## src/rtl/serial_subtractor_pkg.sv

```systemverilog
// Shared types and defaults for the bit-serial subtractor.
package serial_subtractor_pkg;

   typedef enum logic [1:0] {
      IDLE = 2'd0,
      RUN  = 2'd1,
      DONE = 2'd2
   } sersub_state_e;

   localparam int SERSUB_DEFAULT_WIDTH = 8;

endpackage

```

## src/rtl/F_Subtractor.sv

```systemverilog
// Combinational full-subtractor cell: D = A - B - Bin, Bout is the borrow out.
module F_Subtractor (
   input  logic A,
   input  logic B,
   input  logic Bin,
   output logic D,
   output logic Bout
);

   assign D    = A ^ B ^ Bin;
   assign Bout = (~A & B) | (~(A ^ B) & Bin);

endmodule

```

## src/rtl/serial_subtractor.sv

```systemverilog
// Bit-serial a - b - bin, LSB first, one full-subtractor cell plus registered borrow.
// SERIAL_SUBTRACTOR_OVF_EN enables the signed overflow flag; otherwise ovf is tied to 0.
module serial_subtractor
   import serial_subtractor_pkg::*;
#(
   parameter int WIDTH = SERSUB_DEFAULT_WIDTH
) (
   input  logic             clk,
   input  logic             rst,
   input  logic             start,
   input  logic [WIDTH-1:0] a,
   input  logic [WIDTH-1:0] b,
   input  logic             bin,
   output logic             busy,
   output logic             done,
   output logic [WIDTH-1:0] diff,
   output logic             bout,
   output logic             ovf
);

   localparam int CW = $clog2(WIDTH);
   localparam logic [CW-1:0] LAST = CW'(WIDTH - 1);

   sersub_state_e    state, state_nxt;
   logic [WIDTH-1:0] sa, sb;
   logic [WIDTH-2:0] sr;
   logic             br;
   logic [CW-1:0]    cnt;
   logic             d, bnext;
   logic [WIDTH-1:0] res;
   logic             last_bit;

   F_Subtractor u_cell (
      .A   (sa[0]),
      .B   (sb[0]),
      .Bin (br),
      .D   (d),
      .Bout(bnext)
   );

   // sr holds the WIDTH-1 bits already produced; the current bit completes the word
   assign res      = {d, sr};
   assign last_bit = (state == RUN) && (cnt == LAST);

   always_comb begin
      state_nxt = state;
      busy      = 1'b0;
      done      = 1'b0;
      case (state)
         IDLE: if (start) state_nxt = RUN;
         RUN: begin
            busy = 1'b1;
            if (cnt == LAST) state_nxt = DONE;
         end
         DONE: begin
            done      = 1'b1;
            state_nxt = IDLE;
         end
         default: state_nxt = IDLE;
      endcase
   end

   always_ff @(posedge clk) begin
      if (rst) begin
         state <= IDLE;
         sa    <= '0;
         sb    <= '0;
         sr    <= '0;
         br    <= 1'b0;
         cnt   <= '0;
         diff  <= '0;
         bout  <= 1'b0;
      end else begin
         state <= state_nxt;
         if (state == IDLE && start) begin
            sa  <= a;
            sb  <= b;
            br  <= bin;
            cnt <= '0;
         end else if (state == RUN) begin
            sa  <= sa >> 1;
            sb  <= sb >> 1;
            sr  <= res[WIDTH-1:1];
            br  <= bnext;
            cnt <= cnt + 1'b1;
            if (last_bit) begin
               diff <= res;
               bout <= bnext;
            end
         end
      end
   end

`ifdef SERIAL_SUBTRACTOR_OVF_EN
   logic a_msb, b_msb, ovf_q;

   always_ff @(posedge clk) begin
      if (rst) begin
         a_msb <= 1'b0;
         b_msb <= 1'b0;
         ovf_q <= 1'b0;
      end else begin
         if (state == IDLE && start) begin
            a_msb <= a[WIDTH-1];
            b_msb <= b[WIDTH-1];
         end
         // d is the final difference MSB on the last RUN cycle
         if (last_bit) ovf_q <= (a_msb ^ b_msb) & (a_msb ^ d);
      end
   end

   assign ovf = ovf_q;
`else
   assign ovf = 1'b0;
`endif

endmodule

```

## config.mk

```make
export PLATFORM = sky130hd
export DESIGN_NAME = serial_subtractor
export DESIGN_NICKNAME = d
export VERILOG_FILES = /design/src/rtl/serial_subtractor_pkg.sv /design/src/rtl/F_Subtractor.sv /design/src/rtl/serial_subtractor.sv
export SDC_FILE = /design/constraint.sdc
export NUM_CORES = 1
export LEC_CHECK = 0
export BUFFER_PORTS_ARGS = -buffer_cell sky130_fd_sc_hd__buf_4
export CAP_MARGIN = 20
export CORE_MARGIN = 8
export CORE_UTILIZATION = 35
export CTS_BUF_LIST = sky130_fd_sc_hd__clkbuf_4 sky130_fd_sc_hd__clkbuf_8
export DETAILED_ROUTE_END_ITERATION = 12
export GPL_ROUTABILITY_DRIVEN = 0
export PLACE_DENSITY = 0.64
export SYNTH_ARGS = -nofsm -noshare
export SYNTH_HDL_FRONTEND = slang
export SYNTH_SLANG_ARGS = --single-unit
```

## constraint.sdc

```tcl
create_clock -name clk -period 1.4 [get_ports clk]
set_clock_uncertainty 0.05 [all_clocks]
set_input_delay 0.28 -clock clk [delete_from_list [all_inputs] [get_ports clk]]
set_output_delay 0.28 -clock clk [all_outputs]
set_load 0.03 [all_outputs]
```

# --- After elaboration in Yosys (flattened, before gate mapping) ---
# Cells that the tools add are included.
word_totals:
  inputBits: 20
  output_inout_bits: 12
  register_bits: 38
op_classes:
  reduce_logical: 8
  eq_ne: 5
  add_sub_neg: 1
  muxes: 11
  bitwise_logic: 8
op_table:
  columns: ["op", "n"]
  rows:
  - ["$mux 8", 4]
  - ["$mux 1", 4]
  - ["$mux 2", 2]
  - ["$pmux 2 s2", 1]
  - ["$reduce_and 2->1", 2]
  - ["$add 3x1->3 const B", 1]
  - ["$eq 3x3->1 const B", 1]
  - ["$not 1->1", 3]
  - ["$reduce_and 3->1", 1]
  - ["$and 1x1->1", 2]
  - ["$eq 2x1->1 const B", 1]
  - ["$eq 2x2->1 const B", 1]
  - ["$logic_and 1x1->1", 2]
  - ["$logic_not 2->1", 1]
  - ["$ne 2x1->1 const B", 1]
  - ["$ne 2x2->1 const B", 1]
  - ["$reduce_bool 2->1", 1]
  - ["$reduce_or 2->1", 1]
  - ["$xor 1x1->1", 2]
  - ["$or 1x1->1", 1]

# --- Depth between registers and ports, before layout ---
logic_depth:
  depth_word: 6
  mapped_depth: 7
  depth_no_buf: 5

# --- Modules after synthesis ---
# Synthesis repeated with hierarchy kept, for this count alone.
hier_totals:
  cells_unflattened: 194
  hier_area_um2: 1649.1
modules_own_cells:
  columns: ["module", "cells_per_inst", "n_inst", "area_per_inst_um2", "seq_area_each_um2"]
  rows:
  - ["serial_subtractor", 190, 1, 1617.8, 760.7]
  - ["F_Subtractor", 4, 1, 31.3, 0.0]

# --- Worst setup path after synthesis ---
# No wires, ideal clock.
synth_path:
  path_kind: "register to register"
  startpoint: "reg state[1]"
  endpoint: "reg sa[2]"
  synth_period_minus_slack_ns: 1.378
  required_time_ns: 1.213
  stages_incl_launch_ff: 7
  slack_ns: 0.022
  arrival_ns: 1.191
  cell_sequence: "dfxtp_1 -> buf_6 -> or3b_1 -> buf_6 -> buf_8 -> nor2_1 -> a211oi_2"
synth_between:
  elab_chain_len: 3
synth_rtl:
  columns: ["item", "line_no", "source"]
  rows:
  - ["start, declared", "serial_subtractor.sv:24", "sersub_state_e state, state_nxt;"]
  - ["start signal, assigned", "serial_subtractor.sv:74", "state <= state_nxt;"]
  - ["$logic_not 2->1", "serial_subtractor.sv:75", "if (state == IDLE && start) begin"]
  - ["$logic_and 1x1->1", "serial_subtractor.sv:75", null]
  - ["$mux 8 or $reduce_bool 2->1 (tied branches)", null, null]
  - ["end signal, assigned", "serial_subtractor.sv:81", "sa <= sa >> 1;"]
  - ["end, declared", "serial_subtractor.sv:25", "logic [WIDTH-1:0] sa, sb;"]
# Several ways; a longest one is shown, not always the timed one.
# A chain may end at the register's enable or synchronous reset.

# --- Worst setup path after layout ---
layout_path:
  startpoint: "reg state[1]"
  endpoint: "out done"
layout_between:
  elab_chain_len: 2
layout_rtl:
  columns: ["item", "line_no", "source"]
  rows:
  - ["$eq 2x2->1", "serial_subtractor.sv:49", "case (state)"]
  - ["$mux 1", "serial_subtractor.sv:49", null]
  - ["end, declared", "serial_subtractor.sv:15", "output logic done,"]
# No other way between the ends.

==> results.txt <==
The run finished with clean final reports. The switching power total came out at 0.588 mW. The internal power is 2.06 mW. The startpoint identified for the worst register-to-register timing path is state[0]. The first-pass GRT wire length came out at 5.98 mm. The utilization after layout is 46.5%. The worst path arrival time is 1.03 ns. The global-route total usage across every layer is 10.2%. The clock net sink count came out at 38.

The die covers 7150 µm². The top cell types in the final layout, fill and taps aside, are sky130_fd_sc_hd__buf_4 (40), sky130_fd_sc_hd__nand2_1 (37), sky130_fd_sc_hd__dfxtp_1 (36). The count of routing violations after the opening detailed-route iteration is 71. Entering global routing, the biggest net connects 39 pins.

The number of H-tree branching levels came out at 2. The count of unique library cells instantiated by Yosys came out at 31. The relative contribution of the clock network to total power is 43.0%. Measured in cells, the most critical reg-to-reg path has a length of 4.

For this design the static power due to leakage is 0.852 nW. The maximum clock path buffer count came out at 2. The setup path with the least slack is of type reg -> out. The async set-reset flop share out of synthesis is 0%. The final wirelength is 3.59 mm. At the later pin of the worst-skew pair, clock insertion delay measures 0.29 ns. Of the synthesized area, sequential elements account for 46.2%. STA classifies the critical path endpoint as a primary output. Setup violations remaining at the end of the flow were counted as 0. After detailed routing, the average wire length per cell comes to 12.6 µm. The parity-gate share of the synthesized area counting xor and xnor cells came out at 0.532%. The multiplexer share of the synthesized area came out at 1.22%. Of all nets on the critical path, the largest fanout is 6. The area fraction in compound gates after synthesis is 18.6%.

The largest voltage drop on the vdd net came out at 0.684 mV. The end point of the worst hold path is sa[7]. The number of vias in the routed layout came out at 1421. The leading cell type in the layout, fill and taps excluded is sky130_fd_sc_hd__buf_4. The total number of yosys warnings is 0. The number of placed instances, taps included is 272. The via count of the first global-routing pass is 1358. The filler cells instantiated in the layout total 454. The worst setup path is launched from a register. Yosys mapped a number of flops with a built-in enable equal to 0. In the synthesized netlist the dominant register cell turns out to be sky130_fd_sc_hd__dfxtp_1.

For the finished layout, the period the worst path requires is 1.36 ns. Per report_power, the sequential group accounts for 43.9% of the total. The adder-cell share of the synthesized area is 2.74%. The clock-pin transition on the worst setup and hold timing paths came out at 0.07 ns. The tool flagged a number of max-cap violations equal to 0. After synthesis, the largest family of logic cells by area is simple AND/OR/NAND/NOR gates. Setup repair after global routing could not meet its margin everywhere. The y dimension of the die is 84.6 µm. The met1 capacity usage during global routing is 11.4%. The power density over the cells is 1230 nW/µm². TritonCTS created 5 clock buffers.

The number of hold violations in the final report is 0. The share of total power in combinational logic is 13.1%. The post-DP HPWL is 2.33 mm. The worst register-to-register path ends at sb[0].

The net count after synthesis is 216. TritonCTS built the clock tree. The final-stage net count is 252. After synthesis, the cell types taking the most area are sky130_fd_sc_hd__dfxtp_1 (46%), sky130_fd_sc_hd__a21oi_1 (10%), sky130_fd_sc_hd__nand2_1 (8.4%). At the worst endpoint, the required time is 1.07 ns.

The finished layout holds 284 standard cells, fillers aside. Summed over its instances, the top area cell type makes up 46.2% of the synthesized netlist area. Based on the critical path, the design can be clocked at up to 0.735 GHz. The number of antenna violations at the first check in global routing was 0.

Clock tree synthesis selected as its root buffer the cell sky130_fd_sc_hd__clkbuf_8. The part of the cycle the worst path needs is 97.1%. In this run the most critical hold path is launched from a[7]. The detail route stage leaves a number of antenna-violating nets equal to 0. Of all cell types, the one taking the most synthesized area is sky130_fd_sc_hd__dfxtp_1. Setup slack on the worst reg-to-reg path comes out at 0.07 ns. The total congestion overflow came out at 0. 0 antenna diodes ended up in the layout. The post-cts hold buffer count came out at 0.

The synthesized netlist devotes 22.6% of its cell area to simple gates. The cell area after synthesis came out at 1650 µm². The launching element of the worst setup path is state[1]. The fraction of layout instances using a drive strength above 1 is 31.3%. The final-report max-slew violation count came out at 0.

The first detailed-routing pass took 5 iterations. After detailed routing, the number of remaining DRC violations is 0. A synthesized cell averages 8.53 µm². The count of boundary I/O pins is 32.

The pre-CTS worst setup slack is 0.0404 ns. The busiest layer in global routing is met2. The number of standard-cell rows in the floorplan is 25. The path class of the tightest hold or removal check is in -> reg. The count of buffers added on input and output ports is 30. The area growth from synthesis to layout is 30.8%. The slack of the critical path came out at 0.0402 ns. The switching part of the total came out at 22.2%. In the routed layout, each cell is associated on average with a via count of 5.00. The core area is 4630 µm². Global routing used 3.22% of the available met3 tracks.

The synthesized design contains 38 register bits. The post-synthesis instance total is 193. The hold path depth came out at 3. Measured along the x axis, the die boundary spans 84.6 µm. The global-route track usage on met2 is 17.3%. Overall power consumption after layout is estimated at 2.65 mW. The starting density of the core came out at 35.5%.
how the worst max path moves through the flow:
stage	slack, ns	endpoint
floorplan	0.02	sa[2]
global route	-0.03	done
global placement	0.07	sb[0]
finish	0.04	done
detailed placement	0.04	sb[2]
CTS	0.02	done
routing by layer:
layer	wire, µm	vias to the layer above
li1	-	723
met1	1700	664
met2	1700	27
met3	126	7
met4	61	0
met5	0	-
critical path, stage by stage, from the launching register on:
cell	delay, ns
sky130_fd_sc_hd__dfxtp_2	0.34
sky130_fd_sc_hd__buf_6	0.13
sky130_fd_sc_hd__nor2b_4	0.14
sky130_fd_sc_hd__buf_6	0.13
kinds of logic (layout without fill, tap and decap cells):
| kind of cell | count (synthesis) | in the layout |
|---|---|---|
| compound gates | 48 | 48 |
| xor+xnor | 1 | 1 |
| fa+ha+maj | 3 | 3 |
| buf+inv | 20 | 57 |
| flops | 38 | 38 |
| mux | 2 | 2 |
| other cells | 1 | 1 |
| simple gates | 80 | 80 |
synth_stat cells, types with 2 or more instances:
master,n
sky130_fd_sc_hd__mux2i_1,2
sky130_fd_sc_hd__a21oi_1,33
sky130_fd_sc_hd__buf_1,2
sky130_fd_sc_hd__ha_1,2
sky130_fd_sc_hd__dfxtp_1,38
sky130_fd_sc_hd__buf_4,4
sky130_fd_sc_hd__buf_6,3
sky130_fd_sc_hd__a211oi_1,7
sky130_fd_sc_hd__inv_1,2
sky130_fd_sc_hd__or3b_2,3
sky130_fd_sc_hd__nand2b_1,3
sky130_fd_sc_hd__clkbuf_1,3
sky130_fd_sc_hd__nand3_1,10
sky130_fd_sc_hd__nor3_1,6
sky130_fd_sc_hd__nand2_1,37
sky130_fd_sc_hd__nor2_1,16
sky130_fd_sc_hd__buf_2,4
sky130_fd_sc_hd__a211oi_2,5
per-stage QoR:
step           setup TNS (ns)  hold WS [ns]  instance area (µm²)
4_1_cts                     0         0.184                 2120
3_3_place_gp                0         0.397                 1940
3_5_place_dp                0         0.399                 1940
5_1_grt               -0.0461         0.193                 2150
6_report                    0         0.195                 2150
2_1_floorplan               0         0.366                 1650
state kept, by name (all words and copies together) (netlist names):
signal and count:
diff 8, sa 8, sb 8, sr 7, cnt 3, state 2
bout 1, br 1
power groups by stage:
stage | Sequential (mW) | Combinational, mW | Clock [mW]
2_1_floorplan | 1.18 | 0.232 | 0
3_3_place_gp | 1.19 | 0.325 | 0
3_5_place_dp | 1.19 | 0.327 | 0
4_1_cts | 1.16 | 0.347 | 1.17
5_1_grt | 1.17 | 0.383 | 1.22
6_report | 1.16 | 0.348 | 1.14
layout make-up:
class | count | area [µm²] | area share (%)
Inverter | 3 | 13.8 | 0.640
Tap cell | 54 | 67.6 | 3.14
Clock inverter | 2 | 60.1 | 2.79
Clock buffer | 6 | 82.6 | 3.84
Timing Repair Buffer | 46 | 385 | 17.9
Sequential cell | 38 | 763 | 35.5
Multi-Input combinational cell | 135 | 779 | 36.2
what timing repair did:
| item | 4_1_cts | 5_1_grt |
|---|---|---|
| gates resized for setup | 7 | 5 |
| endpoints found under the setup margin | 2 | 4 |
| hold endpoints to repair | 0 | 0 |
| pin swaps | 0 | 2 |
| setup buffers | 3 | 1 |
No activity file was read; power rests on OpenSTA's default activity.
